===== config.mk =====
export PLATFORM = sky130hd
export DESIGN_NAME = sram_rw_arbiter_flat
export DESIGN_NICKNAME = d
export VERILOG_FILES = /design/src/rtl/sram_rw_arbiter_if.sv /design/src/rtl/sram_rw_arbiter.sv /design/src/flat_wrapper.sv
export SDC_FILE = /design/constraint.sdc
export NUM_CORES = 1
export LEC_CHECK = 0
export BUFFER_PORTS_ARGS = -buffer_cell sky130_fd_sc_hd__buf_2
export CAP_MARGIN = 20
export CORE_AREA = 5 5 202 204
export CTS_CLUSTER_DIAMETER = 100
export DETAILED_ROUTE_END_ITERATION = 8
export DIE_AREA = 0 0 207 209
export PLACE_DENSITY_LB_ADDON = 0.08
export SLEW_MARGIN = 20
export SYNTH_ARGS = -nofsm -noshare
export SYNTH_HDL_FRONTEND = slang
export SYNTH_SLANG_ARGS = --single-unit

===== constraint.sdc =====
create_clock -name clock -period 1.4 [get_ports clock]
set_input_delay 0.21 -clock clock [delete_from_list [all_inputs] [get_ports clock]]
set_output_delay 0.21 -clock clock [all_outputs]
set_load 0.05 [all_outputs]

===== src/rtl/sram_rw_arbiter_if.sv =====
`default_nettype none
// +----------------------------------------------------------------------+
// | Module  : sram_rw_arbiter_if                                         |
// | Purpose : Bundles the two requester ports, the single-port SRAM      |
// |           command/read-data bus and the init_done flag.              |
// | Ports   : a_/b_ req_valid/ready/write/addr/wmask/wdata,              |
// |           a_/b_ resp_valid/resp_data, sram_en/wmode/addr/wmask/      |
// |           wdata, sram_rdata, init_done                               |
// | Modports: slave  - arbiter view                                      |
// |           master - requester + SRAM side view                        |
// | Revision: 1.0  initial release                                       |
// +----------------------------------------------------------------------+
interface sram_rw_arbiter_if #(
   parameter int ADDR_W = 6,
   parameter int DATA_W = 80,
   parameter int LANES  = 4
) ();
   logic              a_req_valid;
   logic              a_req_ready;
   logic              a_req_write;
   logic [ADDR_W-1:0] a_req_addr;
   logic [LANES-1:0]  a_req_wmask;
   logic [DATA_W-1:0] a_req_wdata;
   logic              a_resp_valid;
   logic [DATA_W-1:0] a_resp_data;

   logic              b_req_valid;
   logic              b_req_ready;
   logic              b_req_write;
   logic [ADDR_W-1:0] b_req_addr;
   logic [LANES-1:0]  b_req_wmask;
   logic [DATA_W-1:0] b_req_wdata;
   logic              b_resp_valid;
   logic [DATA_W-1:0] b_resp_data;

   logic              sram_en;
   logic              sram_wmode;
   logic [ADDR_W-1:0] sram_addr;
   logic [LANES-1:0]  sram_wmask;
   logic [DATA_W-1:0] sram_wdata;
   logic [DATA_W-1:0] sram_rdata;

   logic              init_done;

   modport slave (
      input  a_req_valid, a_req_write, a_req_addr, a_req_wmask, a_req_wdata,
      output a_req_ready, a_resp_valid, a_resp_data,
      input  b_req_valid, b_req_write, b_req_addr, b_req_wmask, b_req_wdata,
      output b_req_ready, b_resp_valid, b_resp_data,
      output sram_en, sram_wmode, sram_addr, sram_wmask, sram_wdata,
      input  sram_rdata,
      output init_done
   );

   modport master (
      output a_req_valid, a_req_write, a_req_addr, a_req_wmask, a_req_wdata,
      input  a_req_ready, a_resp_valid, a_resp_data,
      output b_req_valid, b_req_write, b_req_addr, b_req_wmask, b_req_wdata,
      input  b_req_ready, b_resp_valid, b_resp_data,
      input  sram_en, sram_wmode, sram_addr, sram_wmask, sram_wdata,
      output sram_rdata,
      input  init_done
   );
endinterface
`default_nettype wire


===== src/rtl/sram_rw_arbiter.sv =====
`default_nettype none
// +----------------------------------------------------------------------+
// | Module  : sram_rw_arbiter                                            |
// | Purpose : Zero-initialises a single-port SRAM after reset, then      |
// |           arbitrates two requesters onto it, one access per cycle,   |
// |           round-robin on contention. Reads answer one cycle later.   |
// | Ports   : clock, reset (async, active-high)                          |
// |           bus (slave) - requester A/B, SRAM command, init_done       |
// | Revision: 1.0  initial release                                       |
// +----------------------------------------------------------------------+
module sram_rw_arbiter #(
   parameter int ADDR_W = 6,
   parameter int DATA_W = 80,
   parameter int LANES  = 4
) (
   input  logic            clock,
   input  logic            reset,
   sram_rw_arbiter_if.slave bus
);

   typedef enum logic [1:0] {
      ST_WAIT = 2'd0,
      ST_INIT = 2'd1,
      ST_RUN  = 2'd2
   } state_t;

   state_t            state_q;
   logic [ADDR_W-1:0] init_cnt_q;
   logic              ptr_q;          // 0 = A has priority, 1 = B has priority
   logic              a_resp_valid_q;
   logic              b_resp_valid_q;
   logic              init_done_q;

   logic              grant_a;
   logic              grant_b;

   // A sole valid requester always wins; on contention the pointer decides.
   always_comb begin
      grant_a = 1'b0;
      grant_b = 1'b0;
      if (state_q == ST_RUN) begin
         grant_a = bus.a_req_valid & (~bus.b_req_valid | ~ptr_q);
         grant_b = bus.b_req_valid & (~bus.a_req_valid |  ptr_q);
      end
   end

   assign bus.a_req_ready  = grant_a;
   assign bus.b_req_ready  = grant_b;
   assign bus.a_resp_valid = a_resp_valid_q;
   assign bus.b_resp_valid = b_resp_valid_q;
   // The SRAM returns read data one cycle after the command, which is exactly
   // the cycle the registered resp_valid is high, so data passes straight through.
   assign bus.a_resp_data  = bus.sram_rdata;
   assign bus.b_resp_data  = bus.sram_rdata;
   assign bus.init_done    = init_done_q;

   always_comb begin
      bus.sram_en    = 1'b0;
      bus.sram_wmode = 1'b0;
      bus.sram_addr  = '0;
      bus.sram_wmask = '0;
      bus.sram_wdata = '0;
      if (state_q == ST_INIT) begin
         bus.sram_en    = 1'b1;
         bus.sram_wmode = 1'b1;
         bus.sram_addr  = init_cnt_q;
         bus.sram_wmask = '1;
      end else if (grant_a) begin
         bus.sram_en    = 1'b1;
         bus.sram_wmode = bus.a_req_write;
         bus.sram_addr  = bus.a_req_addr;
         bus.sram_wmask = bus.a_req_wmask;
         bus.sram_wdata = bus.a_req_wdata;
      end else if (grant_b) begin
         bus.sram_en    = 1'b1;
         bus.sram_wmode = bus.b_req_write;
         bus.sram_addr  = bus.b_req_addr;
         bus.sram_wmask = bus.b_req_wmask;
         bus.sram_wdata = bus.b_req_wdata;
      end
   end

   always_ff @(posedge clock or posedge reset) begin
      if (reset) begin
         state_q        <= ST_WAIT;
         init_cnt_q     <= '0;
         ptr_q          <= 1'b0;
         a_resp_valid_q <= 1'b0;
         b_resp_valid_q <= 1'b0;
         init_done_q    <= 1'b0;
      end else begin
         // Grants only happen in RUN, so these stay low elsewhere.
         a_resp_valid_q <= grant_a & ~bus.a_req_write;
         b_resp_valid_q <= grant_b & ~bus.b_req_write;
         case (state_q)
            ST_WAIT: state_q <= ST_INIT;
            ST_INIT: begin
               if (&init_cnt_q) begin
                  // Last address written: hold the counter, no second pass.
                  state_q     <= ST_RUN;
                  init_done_q <= 1'b1;
               end else begin
                  init_cnt_q <= init_cnt_q + ADDR_W'(1);
               end
            end
            ST_RUN: begin
               if (grant_a)      ptr_q <= 1'b1;
               else if (grant_b) ptr_q <= 1'b0;
            end
            default: state_q <= ST_WAIT;
         endcase
      end
   end

endmodule
`default_nettype wire


===== src/flat_wrapper.sv =====
// flat-port wrapper written by rule: the top's interface ports become plain ports
module sram_rw_arbiter_flat 
#(
   parameter int ADDR_W = 6,
   parameter int DATA_W = 80,
   parameter int LANES  = 4
)
  (clock, reset, bus_a_req_valid, bus_a_req_write, bus_a_req_addr, bus_a_req_wmask, bus_a_req_wdata, bus_a_req_ready, bus_a_resp_valid, bus_a_resp_data, bus_b_req_valid, bus_b_req_write, bus_b_req_addr, bus_b_req_wmask, bus_b_req_wdata, bus_b_req_ready, bus_b_resp_valid, bus_b_resp_data, bus_sram_en, bus_sram_wmode, bus_sram_addr, bus_sram_wmask, bus_sram_wdata, bus_sram_rdata, bus_init_done);
  sram_rw_arbiter_if #(.ADDR_W(ADDR_W), .DATA_W(DATA_W), .LANES(LANES)) bus_i ();
  input  logic clock;
  input  logic reset;
  input wire logic [$bits(bus_i.a_req_valid)-1:0] bus_a_req_valid;
  input wire logic [$bits(bus_i.a_req_write)-1:0] bus_a_req_write;
  input wire logic [$bits(bus_i.a_req_addr)-1:0] bus_a_req_addr;
  input wire logic [$bits(bus_i.a_req_wmask)-1:0] bus_a_req_wmask;
  input wire logic [$bits(bus_i.a_req_wdata)-1:0] bus_a_req_wdata;
  output wire logic [$bits(bus_i.a_req_ready)-1:0] bus_a_req_ready;
  output wire logic [$bits(bus_i.a_resp_valid)-1:0] bus_a_resp_valid;
  output wire logic [$bits(bus_i.a_resp_data)-1:0] bus_a_resp_data;
  input wire logic [$bits(bus_i.b_req_valid)-1:0] bus_b_req_valid;
  input wire logic [$bits(bus_i.b_req_write)-1:0] bus_b_req_write;
  input wire logic [$bits(bus_i.b_req_addr)-1:0] bus_b_req_addr;
  input wire logic [$bits(bus_i.b_req_wmask)-1:0] bus_b_req_wmask;
  input wire logic [$bits(bus_i.b_req_wdata)-1:0] bus_b_req_wdata;
  output wire logic [$bits(bus_i.b_req_ready)-1:0] bus_b_req_ready;
  output wire logic [$bits(bus_i.b_resp_valid)-1:0] bus_b_resp_valid;
  output wire logic [$bits(bus_i.b_resp_data)-1:0] bus_b_resp_data;
  output wire logic [$bits(bus_i.sram_en)-1:0] bus_sram_en;
  output wire logic [$bits(bus_i.sram_wmode)-1:0] bus_sram_wmode;
  output wire logic [$bits(bus_i.sram_addr)-1:0] bus_sram_addr;
  output wire logic [$bits(bus_i.sram_wmask)-1:0] bus_sram_wmask;
  output wire logic [$bits(bus_i.sram_wdata)-1:0] bus_sram_wdata;
  input wire logic [$bits(bus_i.sram_rdata)-1:0] bus_sram_rdata;
  output wire logic [$bits(bus_i.init_done)-1:0] bus_init_done;
  assign bus_i.a_req_valid = bus_a_req_valid;
  assign bus_i.a_req_write = bus_a_req_write;
  assign bus_i.a_req_addr = bus_a_req_addr;
  assign bus_i.a_req_wmask = bus_a_req_wmask;
  assign bus_i.a_req_wdata = bus_a_req_wdata;
  assign bus_a_req_ready = bus_i.a_req_ready;
  assign bus_a_resp_valid = bus_i.a_resp_valid;
  assign bus_a_resp_data = bus_i.a_resp_data;
  assign bus_i.b_req_valid = bus_b_req_valid;
  assign bus_i.b_req_write = bus_b_req_write;
  assign bus_i.b_req_addr = bus_b_req_addr;
  assign bus_i.b_req_wmask = bus_b_req_wmask;
  assign bus_i.b_req_wdata = bus_b_req_wdata;
  assign bus_b_req_ready = bus_i.b_req_ready;
  assign bus_b_resp_valid = bus_i.b_resp_valid;
  assign bus_b_resp_data = bus_i.b_resp_data;
  assign bus_sram_en = bus_i.sram_en;
  assign bus_sram_wmode = bus_i.sram_wmode;
  assign bus_sram_addr = bus_i.sram_addr;
  assign bus_sram_wmask = bus_i.sram_wmask;
  assign bus_sram_wdata = bus_i.sram_wdata;
  assign bus_i.sram_rdata = bus_sram_rdata;
  assign bus_init_done = bus_i.init_done;
  sram_rw_arbiter #(.ADDR_W(ADDR_W), .DATA_W(DATA_W), .LANES(LANES)) u_core (.clock(clock), .reset(reset), .bus(bus_i));
endmodule

# After elaboration in Yosys (flattened, before gate mapping)

Index checks and enable logic that the tools add are counted.

Output and inout port bits: 257
Logic and storage cells: 51
Register bits: 12
Input port bits: 266

Reductions and logical operators: 7
Mux-type cells: 21
Equality and inequality tests: 3
Bitwise operators: 13
Add/subtract/negate cells: 1

Operator list:

| cell                                                | count |
|---|---|
| 2-to-1 mux 80 bit                                   | 3 |
| 2-to-1 mux 6 bit                                    | 3 |
| 2-to-1 mux 4 bit                                    | 3 |
| 2-to-1 mux 1 bit                                    | 10 |
| NOT 1 bit                                           | 7 |
| AND reduction 7 bit                                 | 1 |
| adder 6 x 1 -> 6 bit, second input constant         | 1 |
| case mux 2 bit (3 select lines)                     | 1 |
| AND reduction 2 bit                                 | 3 |
| AND reduction 6 bit                                 | 1 |
| bitwise AND 1 bit                                   | 4 |
| equality test 2 x 1 -> 1 bit, second input constant | 1 |
| equality test 2 bit, second input constant          | 1 |
| zero test 2 bit                                     | 1 |
| 2-to-1 mux 2 bit                                    | 1 |
| != test 2 bit, second input constant                | 1 |
| OR 1 bit                                            | 2 |
| nonzero test 2 bit                                  | 1 |

# Longest topological paths before layout

Gate-level depths: netlist (run 1).

Word-level depth: 7
Gate-level depth with buffers: 5
Depth with buffers taken out: 4

# Worst setup path after synthesis (run 1)

OpenSTA, ideal clock, no wires.

Path kind: register to output
From: register u_core.state_q[0]
To: output bus_sram_wmode
Stages on the path, launching flop included: 5
Path buffers: 1
Slack: -0.468 ns
Arrival: 1.658 ns
Data required time: 1.190 ns
Path through: dfrtp_1 > nor2b_1 > buf_2 > a21oi_1 > a21oi_1

Word-level cells in the longest chain between the ends: 5
Elaborated cells between the ends (all ways): 7
Classes of those cells: 2 x eq/ne; 5 x mux

Ends and longest elaborated chain:

| what                   | line                   | text |
|---|---|---|
| start, declared        | sram_rw_arbiter.sv:27  | `state_t state_q;` |
| start signal, assigned | sram_rw_arbiter.sv:85  | `state_q <= ST_WAIT;` |
| start signal, assigned | sram_rw_arbiter.sv:96  | `ST_WAIT: state_q <= ST_INIT;` |
| start signal, assigned | sram_rw_arbiter.sv:100 | `state_q <= ST_RUN;` |
| equality test 2 bit    | sram_rw_arbiter.sv:41  | `if (state_q == ST_RUN) begin` |
| 2-to-1 mux 1 bit       | sram_rw_arbiter.sv:41  |  |
| 2-to-1 mux 1 bit       | sram_rw_arbiter.sv:74  | `end else if (grant_b) begin` |
| 2-to-1 mux 1 bit       | sram_rw_arbiter.sv:68  | `end else if (grant_a) begin` |
| 2-to-1 mux 1 bit (*)   | sram_rw_arbiter.sv:63  | `if (state_q == ST_INIT) begin` |
| end, declared          | flat_wrapper.sv:29     | `output wire logic [$bits(bus_i.sram_wmode)-1:0] bus_sram_wmode;` |

Mark *: on every way between the ends. The rest lies on a longest branch, timed or not.

# Worst setup path in the final report (run 1)

From: register u_core.ptr_q
To: output bus_sram_wdata[52]

Word-level cells in the longest chain between the ends: 6
Elaborated cells between the ends (all ways): 10
Classes of those cells: 5 x mux; 5 x bitwise

Ends and longest elaborated chain:

| what                                                         | line                                         | text |
|---|---|---|
| start, declared                                              | sram_rw_arbiter.sv:29                        | `logic ptr_q;` |
| start signal, assigned                                       | sram_rw_arbiter.sv:87                        | `ptr_q <= 1'b0;` |
| start signal, assigned                                       | sram_rw_arbiter.sv:107                       | `if (grant_a) ptr_q <= 1'b1;` |
| start signal, assigned                                       | sram_rw_arbiter.sv:108                       | `else if (grant_b) ptr_q <= 1'b0;` |
| OR 1 bit / NOT 1 bit (equally long branches)                 | sram_rw_arbiter.sv:43, sram_rw_arbiter.sv:42 |  |
| bitwise AND 1 bit / OR 1 bit (equally long branches)         | sram_rw_arbiter.sv:43, sram_rw_arbiter.sv:42 |  |
| 2-to-1 mux 1 bit / bitwise AND 1 bit (equally long branches) | sram_rw_arbiter.sv:41, sram_rw_arbiter.sv:42 |  |
| 2-to-1 mux 80 bit / 2-to-1 mux 1 bit (equally long branches) | sram_rw_arbiter.sv:74, sram_rw_arbiter.sv:41 |  |
| 2-to-1 mux 80 bit (*)                                        | sram_rw_arbiter.sv:68                        |  |
| 2-to-1 mux 80 bit (*)                                        | sram_rw_arbiter.sv:63                        |  |
| end, declared                                                | flat_wrapper.sv:32                           | `output wire logic [$bits(bus_i.sram_wdata)-1:0] bus_sram_wdata;` |

Marks and branches as above.

==> flow_summary.toml, run 1 <==
[run_status]
outcome = "complete, but fails checks"
failed_checks = "setup timing"

[place]
port_buffers = 282
place_area_um2 = 4219
hpwlAfterDp_um = 12410
gp_congestion = 0.6624

[synthesis]
synth.top_cells.by_area = "buf_4 43%, a22o_1 25%, dfrtp_1 11%"
synth_top_flop_cell = "dfrtp_1"
syn_inst = 330
synth_top_area_share = 0.4282
synth.avg_cell_area_um2 = 8.501
ys_warn_count = 0
synth_edf_count = 0
ys_seq_area_frac = 0.1070
yosysTopAreaCell = "buf_4"
ys_ff_latch = 12
ys_types = 30
synth_nets = 597
synth-async-reset-ratio = 1.000
syn_area_um2 = 2805

[timing]
drv_slew = 0
finalSetupTns_ns = -43.98
period_needed_ns = 1.903
setup_viol = 96
final.setup_skew_ns = 0.001789
rsz0062_at_grt = "true"
slew_headroom = 0.6014
fin_ws_ns = -0.5033
tightest_slew_ns = 0.5973
min_period_over_period = 1.360
max_freq_ghz = 0.5254
hold_violations = 0

[drt]
drtIter0Drc = 110
wl_um = 15190
drc_errors = 0
vias = 3007
via_per_inst = 2.977
ant_nets = 0
routedWlPerCell_um = 15.04
drtPass1Iterations = 4

[grt]
gr-total-overflow = 0
grt_pass1_vias = 3297
grt_pass1_wl_um = 21200
grt_max_degree = 36
antenna_found_initial = 0
grt_use_total = 0.06139

[critical_path]
crit_required_ns = 1.19
setup.worst_path.start_class = "flop"
r2r_cells = 7
worst-setup-path-type = "reg2out"
arrival_ns = 1.69
endpoint_kind = "primary output"
critPathMaxFanout = 8

[final_layout]
layout_commonest_cell = "buf_2"
finalInstanceArea_um2 = 5482
finish.net_count = 753
drive_above_1_share = 0.9237
area_delta_synth_final_pct = 95.41
antenna_cells = 0
final_cell_mix = "188 x buf_2, 53 x buf_6, 45 x a22o_2, 45 x buf_8, 35 x a22o_4"

[power]
power.share.clock = 0.476
switching_share = 0.2274
p_comb_frac = 0.247
seqPwrFrac = 0.277
ir_worst_vdd_mv = 0.2681
power_uw = 1255
switching_power_uw = 285.4
p_int_uw = 969.6
power_density_nw_per_um2 = 229.0
p_leak_uw = 0.002605

[clock_network]
holdBufCountCts = 0
ctsRootBufferMaster = "clkbuf_16"
cts_buffers = 3
clkLatencyLatePin_ns = 0.24
cts.reportedPaths.clkPinSlew_ns = 0.05
clock_path_buffers = 2
htree_levels = 1
cts_sinks = 12
cts_tree = "built"

[floorplanning]
die_w_um = 207
start_util = 0.07176
dieArea_um2 = 43260
die_y_um = 209
core_region_area_um2 = 39090
row_count = 73
io_pins = 523

[job]
max-cap-violations = 0

[min_path]
hold_class = "in2async"
## through the flow
stage	util	setup WS (ns)	cells	hold slack, ns
2_1_floorplan	-	-0.1426	330	0.07470
4_1_cts	0.1299	-0.5226	995	0.03933
5_1_grt	0.1402	-0.5800	1010	0.08581
6_report	0.1402	-0.5033	1010	0.02732
3_3_place_gp	0.1079	-0.3697	986	0.3153
3_5_place_dp	0.1079	-0.3607	986	0.3045
## final cells by class
cell class,count,area [um^2]
multi-input combinational,133,1580
clock buffer,4,88.84
fill,4470,33610
timing repair buffer,332,2824
inverter,4,27.53
sequential,12,304.0
tap,525,656.9
## synth_stat cells, types with 2 or more instances
| master | n |
|---|---|
| a21oi_1 | 5 |
| a221o_1 | 10 |
| a22o_1 | 80 |
| and2_1 | 5 |
| and3b_1 | 2 |
| buf_2 | 11 |
| buf_4 | 160 |
| buf_6 | 10 |
| dfrtp_1 | 12 |
| inv_1 | 3 |
| mux2_1 | 3 |
| nand2_1 | 4 |
| nand2b_1 | 3 |
| nand3_1 | 2 |
| nand4_1 | 2 |
| nor2_1 | 2 |
| nor3_1 | 2 |
| xor2_1 | 2 |
## power by group through the flow
stage	Clock [uW]	Combinational, uW	Sequential (uW)
2_1_floorplan	0	1240	353
3_3_place_gp	0	302	353
3_5_place_dp	0	300	353
4_1_cts	630	307	347
5_1_grt	637	341	347
6_report	598	310	348
## sequential cells by signal, summed over array words and instances, names as in the netlist
name / cells
u_core.state_q: 2
u_core.init_cnt_q: 6
u_core.bus.b_resp_valid: 1
u_core.bus.init_done: 1
u_core.bus.a_resp_valid: 1
u_core.ptr_q: 1
## worst paths after layout
kind / slack (ns) / from / endpoint
worst max-delay path: -0.50 / u_core.ptr_q$_DFFE_PP0P_ / bus_sram_wdata[52]
worst min-delay path: 0.03 / reset / u_core.bus.a_resp_valid$_DFF_PP0_
worst max register to register: -0.19 / u_core.state_q[0]$_DFFE_PP0P_ / u_core.init_cnt_q[4]$_DFFE_PP0P_
worst min register to register: 0.48 / u_core.bus.init_done$_DFFE_PP0P_ / u_core.bus.init_done$_DFFE_PP0P_
max in group asynchronous: 0.95 / reset / u_core.init_cnt_q[3]$_DFFE_PP0P_
min in group clock: 0.14 / bus_b_req_write / u_core.bus.b_resp_valid$_DFF_PP0_
## kinds of logic after synthesis
group,count (synthesis),synth area share
multiplexers,3,0.01204
flip-flops,12,0.1070
buffers and inverters,185,0.4933
AO/OA/AOI/OAI,100,0.3153
XOR/XNOR,2,0.006246
AND/OR/NAND/NOR,27,0.06155
adder cells (fa/ha/maj),1,0.004460
## worst max-delay path, cell delays in order, from the launching register on
cell	delay, ns
dfrtp_1	0.40
nand2b_4	0.16
nand3_4	0.09
clkinv_8	0.10
buf_12	0.15
clkbuf_16	0.16
a22o_4	0.22
buf_8	0.15
## per-layer routing
| layer | share of wire | global-route usage | wire (um) | vias up |
|---|---|---|---|---|
| met1 | 0.31 | 0.05733 | 4642 | 1370 |
| met2 | 0.54 | 0.1164 | 8203 | 252 |
| met4 | 0.041 | 0.02075 | 623 | 0 |
| met3 | 0.11 | 0.03003 | 1725 | 40 |
| li1 | - | - | - | 1345 |
| met5 | 0 | 0.001112 | 0 | - |
## repair_timing
item,in CTS,in global routing
pin swaps,3,3
gates resized for setup,212,58
hold endpoints to repair,0,0
endpoints found under the setup margin,98,100
gates cloned,1,4
buffers inserted,4,17
Power figures use the tool's default switching activity.
==> run 2: changes to the inputs <==
- CELL_PAD_IN_SITES_DETAIL_PLACEMENT: unset -> 0
- CELL_PAD_IN_SITES_GLOBAL_PLACEMENT: unset -> 1
==> run 2 against run 1 <==
The flow still finishes with violations (setup timing). Die area is the same. Worst setup slack worse by 0.024 ns. Non-clock buffer count shrank 11. Total power up 0.71%. Sequential share of layout area rose by 0.056 points. First-iteration DRC count is 25% lower. Fmax fell by 1.3%. Wire length is 7.7% higher. Critical path depth decreased by 1. Critical endpoint is now bus_sram_addr[5].
==> flow_summary.toml, run 2 (synthesis results as in run 1) <==
[run_status]
outcome = "complete, but fails checks"
failed_checks = "setup timing"

[final_layout]
top_register = "u_core.init_cnt_q"
n_fill_cell = 4495
finish.net_count = 742
reg.largest.list = "u_core.init_cnt_q (6), u_core.state_q (2)"
drive_above_1_share = 0.9072
final_cell_mix = "188 x buf_2, 53 x buf_8, 46 x a22o_2"
area_delta_synth_final_pct = 91.08
antenna_cells = 0
largest_reg_flops = 6
layout_commonest_cell = "buf_2"

[floorplanning]
core_region_area_um2 = 39090
start_util = 0.07176
row_count = 73
io_pins = 523
die_w_um = 207
dieArea_um2 = 43260
die_y_um = 209

[grt]
gr-total-overflow = 0
grt_max_degree = 34
grt_pass1_wl_um = 22170
grt_pass1_vias = 3111
grt_use_total = 0.06560
antenna_found_initial = 1

[timing]
rsz0062_at_grt = "true"
hold_slack_ns = 0.1343
hold_violations = 0
setup_viol = 95
max_freq_ghz = 0.5187
final.setup_skew_ns = 0.002754
tightest_slew_ns = 0.2882
period_needed_ns = 1.928
slew_headroom = 0.8079
drv_slew = 0
min_period_over_period = 1.377
fin_ws_ns = -0.5278

[critical_path]
cp_common_cell = "buf_12"
setup.worst_path.start_class = "flop"
r2r_slack_ns = -0.01
worst_path_max_delay_cell = "dfrtp_1"
critPathMaxFanout = 32
arrival_ns = 1.72
worst-setup-path-type = "reg2out"
r2r_cells = 5
crit_chain = "nand2b_4, nand3_2, clkinv_4, buf_12, a221o_2, buf_12"
crit_required_ns = 1.19
endpoint_kind = "primary output"
cp_slowest_stage_delay_ns = 0.39
r2r-start = "u_core.state_q[0]$_DFFE_PP0P_"
r2r_end = "u_core.init_cnt_q[4]$_DFFE_PP0P_"

[drt]
routedWlPerCell_um = 16.39
drc_errors = 0
via_per_inst = 2.940
drtIter0Drc = 82
vias = 2937
wl_um = 16370
ant_nets = 0
drtPass1Iterations = 4

[clock_network]
cts.reportedPaths.clkPinSlew_ns = 0.05
cts_buffers = 3
ctsRootBufferMaster = "clkbuf_16"
clock_path_buffers = 2
cts_sinks = 12
htree_levels = 1
cts_tree = "built"
clkLatencyLatePin_ns = 0.25

[power]
switching_share = 0.2326
power_uw = 1264
p_comb_frac = 0.239
power.share.clock = 0.486
ir_worst_vdd_mv = 0.2711
p_leak_uw = 0.002547
power_density_nw_per_um2 = 235.8
seqPwrFrac = 0.275
switching_power_uw = 294.0
p_int_uw = 970.0

[place]
gp_congestion = 0.6938
port_buffers = 282
hpwlAfterDp_um = 13490

[min_path]
min_from = "bus_b_req_write"
worstHoldPathCells = 2
hold_end = "u_core.bus.b_resp_valid$_DFF_PP0_"
hold_class = "in2reg"

[job]
max-cap-violations = 0
run 2: cell count changes in the layout (fill, tap and decap cells not counted), moves of 2 or more:
| cell | delta |
|---|---|
| buf_6 | -22 |
| dfrtp_2 | -3 |
| buf_8 | +8 |
| dfrtp_1 | +3 |
| buf_12 | +5 |
| clkbuf_16 | -2 |
run 2: worst max path at each step:
stage / start / endpoint / slack (ns) / cells past startpoint
3_5_place_dp: u_core.state_q[0]$_DFFE_PP0P_ / bus_sram_wdata[48] / -0.35 / 6
3_3_place_gp: u_core.state_q[0]$_DFFE_PP0P_ / bus_sram_wdata[48] / -0.40 / 6
2_1_floorplan: u_core.state_q[0]$_DFFE_PP0P_ / bus_sram_en / -0.14 / 4
4_1_cts: u_core.state_q[0]$_DFFE_PP0P_ / bus_sram_wdata[22] / -0.55 / 5
5_1_grt: u_core.state_q[0]$_DFFE_PP0P_ / bus_sram_wdata[28] / -0.60 / 5
6_report: u_core.ptr_q$_DFFE_PP0P_ / bus_sram_addr[5] / -0.53 / 6
run 2: worst max-delay path: cells and delay by family, from the launching register on:
family | cells | cell delay (ns)
buffers and inverters | 3 | 0.41
DFF | 1 | 0.39
and+or+nand+nor | 2 | 0.25
AOI/OAI and AO/OA | 1 | 0.38
run 2: power by group through the flow:
stage               clock, uW  combinational, uW  sequential, uW
floorplan                   0               1240             353
global placement            0                299             353
detailed placement          0                295             353
CTS                       633                301             347
global route              646                332             347
finish                    615                302             347
run 2: layer usage:
metal / track usage / vias to the layer above / routed length (um)
li1: - / 1324 / -
met3: 0.02717 / 37 / 1629
met1: 0.06195 / 1337 / 5297
met2: 0.1283 / 237 / 8926
met4: 0.02006 / 2 / 503
met5: 0 / - / 13
run 2: stage by stage:
stage	area [um^2]	util	TNS, ns	setup slack (ns)	std cells
after floorplan	3154	-	-11.59	-0.1426	330
after detailed placement	4254	0.1088	-27.64	-0.3524	985
after CTS	4980	0.1274	-45.66	-0.5478	995
final	5360	0.1371	-43.32	-0.5278	999
after global placement	4254	0.1088	-28.81	-0.4015	985
after global routing	5360	0.1371	-50.72	-0.5950	999
run 2: final cells by class:
cell class	count	area (um^2)	area share
timing repair buffer	321	2749	0.5128
sequential	12	300.3	0.05602
clock buffer	4	88.84	0.01657
multi-input combinational	133	1545	0.2883
tap	525	656.9	0.1225
inverter	4	20.02	0.003735
run 2: repair_timing:
item | CTS | global route
hold buffers | 1 | 0
hold endpoints to repair | 12 | 0
endpoints found under the setup margin | 98 | 98
cloned | 2 | 3
pin swaps | 1 | 8
resized for setup | 183 | 73
setup buffers | 3 | 1
